**config.mk**
```make
export PLATFORM = sky130hd
export DESIGN_NAME = control_sequencer
export DESIGN_NICKNAME = d
export VERILOG_FILES = /design/src/rtl/control_sequencer_pkg.sv /design/src/rtl/control_sequencer_decode.sv /design/src/rtl/control_sequencer.sv
export SDC_FILE = /design/constraint.sdc
export NUM_CORES = 1
export LEC_CHECK = 0
export ABC_AREA = 0
export CORE_UTILIZATION = 44
export CTS_CLUSTER_DIAMETER = 150
export DETAILED_ROUTE_END_ITERATION = 8
export PLACE_DENSITY = 0.76
export SETUP_SLACK_MARGIN = 0.3
export SLEW_MARGIN = 20
export SYNTH_ARGS = -nofsm -noshare
export SYNTH_HDL_FRONTEND = slang
export SYNTH_SLANG_ARGS = --single-unit
```
**constraint.sdc**
```tcl
create_clock -name clk -period 2.8 [get_ports clk]
set_input_delay 0.42 -clock clk [delete_from_list [all_inputs] [get_ports clk]]
set_output_delay 0.42 -clock clk [all_outputs]
set_load 0.005 [all_outputs]
```
**src/rtl/control_sequencer_pkg.sv**
```systemverilog
// Shared definitions for the micro-coded control sequencer: opcodes, FSM encoding,
// step indices and control-word bit positions.
package control_sequencer_pkg;

    localparam int unsigned SIG_W = 17;

    localparam logic [3:0] OP_NOP = 4'h0;
    localparam logic [3:0] OP_LDA = 4'h1;
    localparam logic [3:0] OP_ADD = 4'h2;
    localparam logic [3:0] OP_SUB = 4'h3;
    localparam logic [3:0] OP_STA = 4'h4;
    localparam logic [3:0] OP_LDI = 4'h5;
    localparam logic [3:0] OP_JMP = 4'h6;
    localparam logic [3:0] OP_JC  = 4'h7;
    localparam logic [3:0] OP_JZ  = 4'h8;
    localparam logic [3:0] OP_OUT = 4'hE;
    localparam logic [3:0] OP_HLT = 4'hF;

    typedef enum logic [1:0] {
        ST_FETCH0 = 2'd0,
        ST_FETCH1 = 2'd1,
        ST_EXEC   = 2'd2,
        ST_HALT   = 2'd3
    } state_e;

    localparam logic [2:0] T0 = 3'd0;
    localparam logic [2:0] T1 = 3'd1;
    localparam logic [2:0] T2 = 3'd2;
    localparam logic [2:0] T3 = 3'd3;
    localparam logic [2:0] T4 = 3'd4;

    // Bit positions in the control word, MSB first.
    localparam int unsigned B_HLT = 16;
    localparam int unsigned B_WE  = 15;
    localparam int unsigned B_OE  = 14;
    localparam int unsigned B_MI  = 13;
    localparam int unsigned B_AI  = 12;
    localparam int unsigned B_BI  = 11;
    localparam int unsigned B_AO  = 10;
    localparam int unsigned B_BO  = 9;
    localparam int unsigned B_EO  = 8;
    localparam int unsigned B_SUB = 7;
    localparam int unsigned B_OI  = 6;
    localparam int unsigned B_CE  = 5;
    localparam int unsigned B_J   = 4;
    localparam int unsigned B_CO  = 3;
    localparam int unsigned B_II  = 2;
    localparam int unsigned B_IO  = 1;
    localparam int unsigned B_FI  = 0;

    function automatic logic [SIG_W-1:0] sig_bit(input int unsigned idx);
        sig_bit = 17'd1 << idx;
    endfunction

endpackage

```
**src/rtl/control_sequencer_decode.sv**
```systemverilog
// Combinational microcode ROM: maps step index and opcode (plus flags at T2)
// to the control word and end-of-instruction markers.
module control_decode
    import control_sequencer_pkg::*;
(
    input  logic [2:0]       micro_i,
    input  logic [3:0]       opcode_i,
    input  logic             fz_i,
    input  logic             fc_i,
    output logic [SIG_W-1:0] signals_o,
    output logic             last_step_o,
    output logic             is_hlt_o
);

    // Microcode lookup per step and opcode.
    always_comb begin
        signals_o   = 17'd0;
        last_step_o = 1'b0;
        is_hlt_o    = (opcode_i == OP_HLT);
        case (micro_i)
            T0: begin
                signals_o = sig_bit(B_CO) | sig_bit(B_MI);
            end
            T1: begin
                signals_o = sig_bit(B_OE) | sig_bit(B_II) | sig_bit(B_CE);
            end
            T2: begin
                last_step_o = 1'b1;
                case (opcode_i)
                    OP_LDA, OP_ADD, OP_SUB, OP_STA: begin
                        signals_o   = sig_bit(B_IO) | sig_bit(B_MI);
                        last_step_o = 1'b0;
                    end
                    OP_LDI: signals_o = sig_bit(B_IO) | sig_bit(B_AI);
                    OP_JMP: signals_o = sig_bit(B_IO) | sig_bit(B_J);
                    OP_JC: begin
                        if (fc_i) begin
                            signals_o = sig_bit(B_IO) | sig_bit(B_J);
                        end else begin
                            signals_o = 17'd0;
                        end
                    end
                    OP_JZ: begin
                        if (fz_i) begin
                            signals_o = sig_bit(B_IO) | sig_bit(B_J);
                        end else begin
                            signals_o = 17'd0;
                        end
                    end
                    OP_OUT: signals_o = sig_bit(B_AO) | sig_bit(B_OI);
                    OP_HLT: signals_o = sig_bit(B_HLT);
                    default: signals_o = 17'd0;
                endcase
            end
            T3: begin
                last_step_o = 1'b1;
                case (opcode_i)
                    OP_LDA: signals_o = sig_bit(B_OE) | sig_bit(B_AI);
                    OP_ADD, OP_SUB: begin
                        signals_o   = sig_bit(B_OE) | sig_bit(B_BI);
                        last_step_o = 1'b0;
                    end
                    OP_STA: signals_o = sig_bit(B_AO) | sig_bit(B_WE);
                    default: signals_o = 17'd0;
                endcase
            end
            T4: begin
                last_step_o = 1'b1;
                case (opcode_i)
                    OP_ADD: signals_o = sig_bit(B_EO) | sig_bit(B_AI) | sig_bit(B_FI);
                    OP_SUB: signals_o = sig_bit(B_EO) | sig_bit(B_AI) | sig_bit(B_SUB) | sig_bit(B_FI);
                    default: signals_o = 17'd0;
                endcase
            end
            // Unreachable steps terminate so the sequencer always returns to fetch.
            default: begin
                signals_o   = 17'd0;
                last_step_o = 1'b1;
            end
        endcase
    end

endmodule

```
**src/rtl/control_sequencer.sv**
```systemverilog
// Instruction sequencer: fetch/execute/halt FSM, step counter and retired
// instruction counter; control words come from control_decode.
module control_sequencer
    import control_sequencer_pkg::*;
(
    input  logic             clk,
    input  logic             rst,
    input  logic             ce,
    input  logic [3:0]       opcode,
    input  logic             FZ,
    input  logic             FC,
    output logic [SIG_W-1:0] signals,
    output logic [2:0]       micro,
    output logic             halted,
    output logic             instr_done,
    output logic [7:0]       instr_count
);

    state_e           state_q, state_d;
    logic [2:0]       micro_q, micro_d;
    logic [7:0]       count_q, count_d;
    logic [SIG_W-1:0] dec_signals_s;
    logic             last_step_s;
    logic             is_hlt_s;

    control_decode u_decode (
        .micro_i     (micro_q),
        .opcode_i    (opcode),
        .fz_i        (FZ),
        .fc_i        (FC),
        .signals_o   (dec_signals_s),
        .last_step_o (last_step_s),
        .is_hlt_o    (is_hlt_s)
    );

    // State, step and retire-count registers.
    always_ff @(posedge clk or posedge rst) begin
        if (rst) begin
            state_q <= ST_FETCH0;
            micro_q <= T0;
            count_q <= 8'd0;
        end else begin
            state_q <= state_d;
            micro_q <= micro_d;
            count_q <= count_d;
        end
    end

    // Next-state logic; nothing moves while ce is low.
    always_comb begin
        state_d = state_q;
        micro_d = micro_q;
        count_d = count_q;
        if (ce) begin
            case (state_q)
                ST_FETCH0: begin
                    state_d = ST_FETCH1;
                    micro_d = T1;
                end
                ST_FETCH1: begin
                    state_d = ST_EXEC;
                    micro_d = T2;
                end
                ST_EXEC: begin
                    if (last_step_s) begin
                        state_d = is_hlt_s ? ST_HALT : ST_FETCH0;
                        micro_d = T0;
                    end else begin
                        micro_d = micro_q + 3'd1;
                    end
                end
                ST_HALT: begin
                    state_d = ST_HALT;
                    micro_d = T0;
                end
                default: begin
                    state_d = ST_FETCH0;
                    micro_d = T0;
                end
            endcase
            if (instr_done) begin
                count_d = count_q + 8'd1;
            end else begin
                count_d = count_q;
            end
        end else begin
            state_d = state_q;
        end
    end

    // Output mapping; HALT overrides the decoded word with HLT alone.
    always_comb begin
        halted      = (state_q == ST_HALT);
        instr_done  = (state_q == ST_EXEC) && last_step_s;
        micro       = micro_q;
        instr_count = count_q;
        if (state_q == ST_HALT) begin
            signals = sig_bit(B_HLT);
        end else begin
            signals = dec_signals_s;
        end
    end

endmodule

```
Word-level counts from Yosys, hierarchy flattened
Cells that the tools add are included.

storage, ports and cells
  RAM bits = 0
  bits in read-only memories = 0
  bits in latches = 0
  flip-flop bits (word level) = 13
  memories = 0
  input port bits = 9
  logic and storage cells = 46
  output and inout port bits = 30

operators by class
  bitwise gates (word level) = 0
  equal/unequal tests = 18
  order comparisons = 0
  divide/modulo/power cells = 0
  reductions and logical operators = 8
  $mul = 0
  multiplexer cells = 15
  add/sub/neg operators = 2
  shifts and indexed selects = 0

operator list
  operator               number
  $pmux W17 S7           1
  $pmux W17 S5           1
  $pmux W16 S3           1
  $pmux W13 S2           1
  $mux W17               1
  $eq A4 B3 Y1 const B   4
  $eq A4 B4 Y1 const B   3
  $pmux W3 S4            1
  $mux W5                2
  $add A8 B1 Y8 const B  1
  $eq A4 B2 Y1 const B   2
  $pmux W2 S4            1
  $eq A3 B2 Y1 const B   2
  $eq A2 B2 Y1 const B   2
  $eq A4 B1 Y1 const B   1
  $mux W2                2
  $reduce_and A2 Y1      2
  $reduce_or A2 Y1       2
  $reduce_or A4 Y1       1
  $add A3 B1 Y3 const B  1
  $eq A3 B1 Y1 const B   1
  $eq A3 B3 Y1 const B   1
  $logic_not A3 Y1       1
  $mux W3                1
  6 further kinds        7

Longest topological paths before layout
Gate-level depths: netlist (run 1).

  depth in word-level cells = 6
  mapped depth = 6
  mapped depth without buffers = 6

By module
A second synthesis (run 1) with hierarchy kept.

unflattened totals
  cell total of the unflattened synthesis = 136
  area, all modules = 1,126.1 um^2

modules (own cells, without submodules)
  module             cells an instance  times used  sequential area each (um^2)  area an instance (um^2)
  control_sequencer  80                 1           325.3                        780.7
  control_decode     56                 1           0.0                          345.3

Worst setup path before layout (run 1)
No wires, ideal clock.

  path type = register -> output
  start = register micro_q[0], in the netlist micro[0]
  end = output instr_done
  arrival time = 1,712 ps
  slack = 668 ps
  path buffers = 0
  required time = 2,380 ps
  stages on the path, launching flop included = 7
  cells stage by stage = dfrtp_1 inv_1 ha_1 or3_4 and2_2 a21oi_1 and2_1

between the ends
  word-level cells in the longest chain between the ends = 4
  elaborated cells on any way between the ends = 7
  classes of those cells = eq/ne (3); mux (1); reduce/logical (3)

ends and longest elaborated chain
  what                                                     line                            RTL
  start, declared                                          control_sequencer.sv:20         logic [2:0] micro_q, micro_d;
  start signal, assigned                                   control_sequencer.sv:44         micro_q <= micro_d;
  $eq A3 B1 Y1 / $logic_not A3 Y1 (equally long branches)  control_sequencer_decode.sv:20  case (micro_i)
  $reduce_or A2 Y1 (no line)                               -
  $pmux W1 S3 *                                            control_sequencer_decode.sv:20
  $logic_and A1 B1 Y1 *                                    control_sequencer.sv:94         instr_done = (state_q == ST_EXEC) && last_step_s;
  end, declared                                            control_sequencer.sv:15         output logic instr_done,

Mark *: on every way between the ends. The rest lies on a longest branch, timed or not.

Worst setup path in the final report (run 1)
  start = register micro_q[0], in the netlist micro[0]
  end = output signals[11]

between the ends
  word-level cells in the longest chain between the ends = 3
  elaborated cells on any way between the ends = 7
  classes of those cells = eq/ne (4); mux (2); reduce/logical (1)

ends and longest elaborated chain
  what                                        line                            RTL
  $eq A3 B3 Y1, or another cell as far along  control_sequencer_decode.sv:20
  $pmux W17 S5 *                              control_sequencer_decode.sv:20
  $mux W17 *                                  control_sequencer.sv:97         if (state_q == ST_HALT) begin
  end, declared                               control_sequencer.sv:12         output logic [SIG_W-1:0] signals,

Marks and branches as above.

==> results of run 1 <==
## registers in the layout, summed over array words and instances (netlist names)
signal	count
micro	3
state_q	2
instr_count	8
## what timing repair did
action                                  4_1_cts  5_1_grt
pin swaps                                     2        6
hold buffers                                  0        0
resized for setup                            19       23
buffers inserted                              5        4
endpoints found under the setup margin       13       11
## stage by stage
stage	area [um^2]	setup WS [ns]	util, %
2_1_floorplan	1070	0.668	-
3_3_place_gp	1510	0.0576	67.0
3_5_place_dp	1510	0.0668	67.0
4_1_cts	1610	0.173	71.4
5_1_grt	1690	0.303	74.9
6_report	1690	0.349	74.9
## worst max-delay path by stage
stage | cells after the start | endpoint | start | slack (ns)
after floorplan | 6 | instr_done | micro[0] | 0.67
after global routing | 7 | signals[11] | micro[0] | 0.30
after global placement | 6 | instr_done | opcode[0] | 0.06
after CTS | 7 | instr_done | micro[0] | 0.17
after detailed placement | 6 | instr_done | opcode[0] | 0.07
final | 7 | signals[11] | micro[0] | 0.35
## power breakdown
part | total (mW) | switching, mW | internal (mW)
Clock | 0.121 | 0.0658 | 0.0555
Sequential | 0.320 | 0.0724 | 0.247
Combinational | 0.817 | 0.355 | 0.463
Total | 1.26 | 0.493 | 0.766
## layout make-up
cell class | instances | area share [%]
tap | 28 | 2.07
sequential | 13 | 19.4
timing repair buffer | 56 | 30.7
multi-input combinational | 90 | 44.0
inverter | 10 | 2.22
clock buffer | 4 | 1.56
## cell families (layout without fill, tap and decap cells)
kind of cell / after synthesis / after routing / synth area share, %
xor+xnor: 7 / 7 / 5.72
compound gates: 29 / 29 / 21.9
buf+inv: 18 / 70 / 7.47
simple gates: 45 / 45 / 24.9
other cells: 1 / 1 / 0.350
flops: 13 / 13 / 30.3
fa+ha+maj: 6 / 6 / 7.00
mux: 2 / 2 / 2.33
## routing by layer
| metal | routed length (um) | up-vias | global-route usage [%] |
|---|---|---|---|
| met4 | 71 | 0 | 11.7 |
| met3 | 118 | 9 | 3.27 |
| met2 | 1500 | 38 | 45.2 |
| met5 | 0 | - | 0 |
| li1 | - | 541 | - |
| met1 | 1310 | 517 | 29.5 |
## worst max-delay path: cells and delay by family, from the launching register on
kind	cells	cell delay [ns]
buffers and inverters	3	0.57
flip-flops	1	0.42
AND/OR/NAND/NOR	2	0.38
adder cells (fa/ha/maj)	2	0.37
## placed cells by master, fill, tap and decap left out, types with 3 or more instances in the layout
master,synthesis,layout
clkdlybuf4s50_1,0,24
buf_4,3,18
dfrtp_1,13,11
nor2_1,11,9
inv_1,9,7
xnor2_1,7,7
dlymetal6s2s_1,0,7
o21ai_1,3,5
nand3_1,4,4
dlygate4sd2_1,0,4
nor2_2,1,3
and2_1,3,3
nand2_1,4,3
a21oi_1,4,3
clkbuf_4,0,3
==> key figures, run 1 <==
Floorplan
  – Starting Density: 47.6%
  – Ports: 39
  – Die X: between 50 and 60 um
  – Total Die Area: roughly 2600 um^2
  – Total core area: about 2300 um^2
  – FP Rows: 17
  – Die extent in y: just over 50 um

STA
  – Final Setup Violations: 0
  – Final period util: between 80% and 90%
  – Worst-Margin Slew: 0.501 ns
  – Min cycle time layout: around 2.5 ns
  – Max-slew headroom: ~67%
  – Max Fclk: about 400 MHz
  – Setup TNS: 0 ns
  – Hold WS: between 0.4 and 0.5 ns
  – Final hold viol count: 0
  – Count of final max-slew check failures: 0
  – RSZ-0062 raised after global routing: false
  – Clk_skew: 0.00840 ns

Synth
  – FF+latch count, synth: 13
  – Syn Nets: between 100 and 150
  – Synth top cells by count: dfrtp_1 (13), nor2_1 (11), inv_1 (9)
  – Number of synthesized flops with an enable pin: 0
  – Post-synth top area cell: dfrtp_1
  – Mapped cell area: 1070 um^2
  – Primary FF master, synth: dfrtp_1
  – Syn_area_per_cell: between 8 and 9 um^2
  – Yosys cell types: between 40 and 50
  – Yosys warns: 0
  – Ranking of synthesized cells by area: dfrtp_1 (30%), ha_1 (7.0%), xnor2_1 (5.7%), nor2_1 (3.9%), inv_1 (3.2%)
  – Post-synth ARST share: between 90% and 100%
  – Gate Count Post-Synth: 121
  – Most frequent cell after synthesis: dfrtp_1
  – Area share of the largest cell type after synthesis: between 30 and 40%
  – Register area share after synthesis: a little under a third

Routing
  – Drt initial violations: 23
  – Pre-antenna DRT Iters: 4
  – Via count: roughly 1,100
  – WL/cell: roughly 15 um
  – DRC violations left: 0
  – Final WL: ~3000 um
  – Vias per inst: roughly 5.5
  – Final ANT Viol Nets: 0

Critical path
  – Worst EP arrival: 2.03 ns
  – R2R Path End: instr_count[1]
  – Crit-path slowest cell: dfrtp_2
  – Max incr delay on CP: about 0.42 ns
  – R2R Path Start: micro[0]
  – Startpoint Class: register
  – Crit path capture type: primary output
  – Crit-path cells: buf_4 > ha_2 > ha_4 > and4bb_2 > buf_4 > and2_1 > dlygate4sd2_1
  – Crit-path max FO: 4
  – R2R setup slack: 0.45 ns
  – Most used cell, CP: buf_4
  – R2R depth: 8
  – Critical path type: register to primary output
  – Worst endpoint required time: around 2.4 ns

CTS
  – Clk slew on worst S/H paths: about 0.080 ns
  – TritonCTS Sinks: 13
  – Clock latency on the worst-skew pair: between 0.2 and 0.3 ns
  – CTS tree: done
  – CTS buffer count: 3
  – Clock buffer depth: 2
  – H-tree levels: 1
  – Root Driver: clkbuf_4

Layout
  – Final Instance Count excl. Fillers: 201
  – Fin nets: ~190
  – Reg area: around 330 um^2
  – Fillcell total: 172
  – Share of cells above drive strength 1: between 20% and 30%
  – Area Overhead vs Synth: 57.5%
  – Multi-input logic area: 743 um^2
  – # diodes: 0

Global routing
  – GRT Total Usage: around a quarter
  – Pin count of the biggest net entering global routing: 14
  – Gr ovfl total: 0
  – First-pass GRT wire length: between 4000 and 5000 um
  – Initial antenna violation count: 0
  – Vias in the first global route: between 1,000 and 1,500

Placed design
  – Port Buffers: 37
  – Dpl cells: about 190
  – Gp weighted congestion: between 0.8 and 0.9
  – Hpwl dp: roughly 2200 um

Power and ir drop
  – Leakage: 0.795 nW
  – Overall power: 1.26 mW
  – Worst VDD drop: 548 uV
  – Pwr/cell area: 745 nW/um^2

Hold path
  – Hold Path Class: input pin to asynchronous set/reset pin

Outcome
  – Status: complete, no violations

Job
  – Max Cap Viol: 0
Note: power is estimated with default switching activity, not from simulation.
==> run 2, diff against run 1 <==
==> constraint.sdc (replaced) <==
create_clock -name clk -period 2.6 [get_ports clk]
set_input_delay 0.39 -clock clk [delete_from_list [all_inputs] [get_ports clk]]
set_output_delay 0.39 -clock clk [all_outputs]
set_load 0.005 [all_outputs]
==> key figures, run 2 (same netlist as run 1, synthesis figures left out) <==
Routing
  – WL/cell: between 15 and 20 um
  – Final WL: about 3100 um
  – Drt initial violations: 24
  – Via count: 1,140
  – Final ANT Viol Nets: 0
  – Vias per inst: 5.45
  – DRC violations left: 0
  – Pre-antenna DRT Iters: 4

Critical path
  – R2R Path Start: micro[1]
  – Crit path capture type: primary output
  – Worst EP arrival: 1.92 ns
  – Worst setup path startpoint: micro[1]
  – CP Capture Point: instr_done
  – Critical path type: register to primary output
  – Crit-path max FO: 3
  – Startpoint Class: register
  – Worst endpoint required time: ~2.2 ns
  – R2R depth: 10
  – R2R Path End: instr_count[1]
  – R2R setup slack: ~0.33 ns

STA
  – Final Setup Violations: 0
  – Min cycle time layout: around 2.3 ns
  – Clk_skew: ~0.0038 ns
  – Max Fclk: 433 MHz
  – Final period util: 88.9%
  – RSZ-0062 raised after global routing: true
  – Final hold viol count: 0
  – Max-slew headroom: between 60% and 70%
  – Post-route setup slack: around 0.29 ns
  – Count of final max-slew check failures: 0
  – Worst-Margin Slew: 0.502 ns

Global routing
  – Initial antenna violation count: 0
  – First-pass GRT wire length: roughly 5000 um
  – Vias in the first global route: about 1,100
  – GRT Total Usage: around 26%
  – Pin count of the biggest net entering global routing: 14
  – Gr ovfl total: 0

Floorplan
  – Die X: slightly above 50 um
  – Ports: 39
  – Total core area: approximately 2300 um^2
  – Starting Density: 47.6%
  – FP Rows: 17
  – Total Die Area: 2640 um^2
  – Die extent in y: ~51 um

CTS
  – Clock latency on the worst-skew pair: roughly 0.29 ns
  – Clk slew on worst S/H paths: about 0.090 ns
  – Root Driver: clkbuf_4
  – Clock buffer depth: 2
  – TritonCTS Sinks: 13
  – H-tree levels: 1
  – CTS buffer count: 3
  – CTS tree: done

Layout
  – Area Overhead vs Synth: 62.3%
  – Commonest cells after routing, fill and taps aside: buf_4 (23), clkdlybuf4s50_1 (21), dfrtp_1 (12)
  – Fin nets: a little under 200
  – # diodes: 0
  – Most common cell after layout, fill and taps aside: buf_4
  – Fin area: around 1700 um^2
  – Share of cells above drive strength 1: roughly a third
  – Max reg flops: 8
  – Final Instance Count excl. Fillers: ~210

Placed design
  – Dpl ws: -0.0754 ns
  – Port Buffers: 37
  – Gp weighted congestion: between 0.8 and 0.9
  – DP Area: about 1500 um^2
  – Hpwl dp: roughly 2300 um
  – Dpl cells: around 190

Outcome
  – Status: complete, no violations

Job
  – Max Cap Viol: 0

Hold path
  – Hold Path Class: input pin to asynchronous set/reset pin

Power and ir drop
  – Leakage: ~0.76 nW
  – Pwr/cell area: a little over 800 nW/um^2
  – Worst VDD drop: around 640 uV
## run 2: power by group
| group | internal (mW) | switching (mW) | leakage (nW) |
|---|---|---|---|
| registers | 0.265 | 0.0861 | 0.166 |
| logic | 0.543 | 0.401 | 0.578 |
| clock network | 0.0573 | 0.0738 | 0.0177 |
## run 2: routing by layer
layer | part of all wire [%] | track usage, % | up-vias
met5 | 0 | 0 | -
met4 | 1.3 | 10.8 | 0
met3 | 3.5 | 2.98 | 5
met2 | 53 | 46.3 | 38
met1 | 42 | 30.6 | 546
li1 | - | - | 551
## run 2: what timing repair did
item	CTS	global route
setup endpoints to repair	14	17
hold buffers	0	0
gates resized for setup	36	20
setup buffers	12	2
pin swaps	9	7
hold endpoints to repair	0	0
## run 2: how the worst min path moves through the flow
stage	start	endpoint	slack [ns]	cells past startpoint
6_report	rst	instr_count[0]	0.42	2
5_1_grt	rst	instr_count[5]	0.49	2
4_1_cts	rst	instr_count[1]	0.43	2
3_5_place_dp	instr_count[7]	instr_count[7]	0.49	1
3_3_place_gp	instr_count[7]	instr_count[7]	0.46	1
2_1_floorplan	rst	instr_count[0]	0.27	1
## run 2: layout make-up
cell class                      count  area (um^2)
Clock inverter                      1         5.00
Tap cell                           28         35.0
Clock buffer                        3         22.5
Multi-Input combinational cell     90          762
Sequential cell                    13          327
Fill cell                         177          514
Inverter                           10         40.0
Timing Repair Buffer               64          549
## run 2: critical path, stage by stage (launching register included)
cell and delay, ns:
dfrtp_1 0.41, buf_4 0.16, ha_4 0.16, or3_4 0.36, and2_4 0.18, a21oi_4 0.12
and2_4 0.15, buf_2 0.10
## run 2: through the flow
step	TNS [ns]	power, mW	util [%]	hold slack, ns
3_5_place_dp	-0.112	1.13	68.0	0.490
5_1_grt	0	1.53	77.2	0.492
3_3_place_gp	-0.0950	1.10	68.0	0.460
4_1_cts	0	1.35	74.1	0.430
6_report	0	1.43	77.2	0.416
2_1_floorplan	0	0.749	-	0.267
==> run 3, diff against run 2 <==
--- a/config.mk
+++ b/config.mk
@@ -6,6 +6,7 @@
 export NUM_CORES = 1
 export LEC_CHECK = 0
 export ABC_AREA = 0
+export CORE_MARGIN = 2
 export CORE_UTILIZATION = 44
 export CTS_CLUSTER_DIAMETER = 150
 export DETAILED_ROUTE_END_ITERATION = 8
==> key figures, run 3 (same netlist as run 1, synthesis figures left out) <==
Layout
  – Share of cells above drive strength 1: around two fifths
  – Most common cell after layout, fill and taps aside: buf_4
  – Commonest cells after routing, fill and taps aside: buf_4 (28), clkdlybuf4s50_1 (21), dfrtp_1 (12)
  – Area Overhead vs Synth: 69.0%
  – Fin nets: roughly 200
  – Reg area: between 300 and 400 um^2
  – Fillcell total: about 160
  – # diodes: 0
  – Max reg flops: 8
  – Multi-input logic area: just under 800 um^2

STA
  – Final hold viol count: 0
  – Hold WS: approximately 0.42 ns
  – RSZ-0062 raised after global routing: true
  – Count of final max-slew check failures: 0
  – Max-slew headroom: 66.4%
  – Max Fclk: 403 MHz
  – Final Setup Violations: 0
  – Worst-Margin Slew: about 0.50 ns
  – Clk_skew: approximately 0.0045 ns
  – Min cycle time layout: 2.48 ns
  – Final period util: between 90% and 100%

CTS
  – Clock buffer depth: 2
  – Clk slew on worst S/H paths: 0.08 ns
  – Cts-stage hold buffer count: 0
  – Clock latency on the worst-skew pair: around 0.28 ns
  – H-tree levels: 1
  – TritonCTS Sinks: 13
  – Root Driver: clkbuf_4
  – CTS tree: done
  – CTS buffer count: 3

Critical path
  – Crit path capture type: primary output
  – Critical path type: register to primary output
  – Startpoint Class: register
  – Crit-path max FO: 4
  – Worst endpoint required time: 2.21 ns
  – Worst EP arrival: approximately 2.1 ns

Routing
  – Final WL: between 3000 and 4000 um
  – Routed met3 length: 214 um
  – Drt initial violations: 14
  – Final ANT Viol Nets: 0
  – DRC violations left: 0
  – Routed metal-1 wirelength: roughly 1500 um
  – WL/cell: approximately 17 um
  – DR top layer: met4
  – Via count: roughly 1,200
  – Vias per inst: 5.59
  – Met2 wire length: between 1500 and 2000 um
  – Pre-antenna DRT Iters: 4

Floorplan
  – Ports: 39
  – Total core area: approximately 2300 um^2
  – Total Die Area: ~2800 um^2
  – Starting Density: between 40% and 50%
  – Die extent in y: between 50 and 60 um
  – Die X: around 53 um
  – FP Rows: 17

Global routing
  – Vias in the first global route: roughly 1,100
  – Initial antenna violation count: 0
  – Gr ovfl total: 0
  – Pin count of the biggest net entering global routing: 14
  – First-pass GRT wire length: slightly above 5000 um
  – GRT Total Usage: about a quarter

Hold path
  – Hold Path Class: input pin to asynchronous set/reset pin

Power and ir drop
  – Worst VDD drop: 687 uV
  – Overall power: between 1.5 and 2 mW
  – Pwr/cell area: roughly 830 nW/um^2
  – Leakage: between 0.8 and 0.9 nW

Placed design
  – Port Buffers: 37
  – Gp weighted congestion: around 0.87
  – Hpwl dp: around 2300 um

Outcome
  – Status: complete, no violations

Job
  – Max Cap Viol: 0
[run 3: final cells by class]
type / count / share of cell area, %
multi-input cells: 90 / 43.8
flip-flops and latches: 13 / 18.0
repair buffers: 69 / 32.7
inverters: 10 / 2.07
well taps: 28 / 1.93
clock buffers: 4 / 1.45
[run 3: what timing repair did]
item                                    4_1_cts  5_1_grt
setup buffers                                 9        5
pin swaps                                     5        8
endpoints found under the setup margin       14       18
cloned                                        0        0
resized for setup                            32       32
[run 3: worst max-delay path, stage by stage (launching register included)]
cell             delay (ns)
dfrtp_2                0.45
buf_6                  0.13
ha_2                   0.18
or3_4                  0.37
and2_4                 0.17
a21oi_2                0.15
and2_4                 0.16
clkdlybuf4s15_2        0.20
[run 3: where the power goes]
group | internal (mW) | leakage, nW | switching, mW
logic | 0.574 | 0.634 | 0.434
registers | 0.266 | 0.166 | 0.0993
clock network | 0.0596 | 0.0150 | 0.0706
total | 0.899 | 0.815 | 0.604
[run 3: path summary, 6_finish.rpt]
path	from	endpoint	slack [ns]	depth (start not counted)
max	micro[0]	instr_done	0.12	7
min	rst	instr_count[0]	0.42	2
max reg2reg	micro[0]	instr_count[1]	0.28	8
min reg2reg	instr_count[7]	instr_count[7]	0.49	1
max in group asynchronous	rst	micro[0]	1.81	2
min in group clk	instr_count[7]	instr_count[7]	0.49	1
[run 3: per-layer routing]
layer,GRT usage (%),up-vias
met3,4.24,12
met5,0,-
met2,41.6,47
met1,31.5,572
li1,-,566
met4,9.83,0
[run 3: through the flow]
step                setup WS (ns)  area [um^2]  utilization, %  setup TNS (ns)  instances
global route               0.0754         1810            80.4               0        214
global placement          -0.0685         1570            69.6         -0.0750        196
CTS                        0.0689         1680            74.4               0        209
floorplan                   0.493         1070               -               0        121
finish                      0.121         1810            80.4               0        214
detailed placement        -0.0864         1570            69.6          -0.117        196
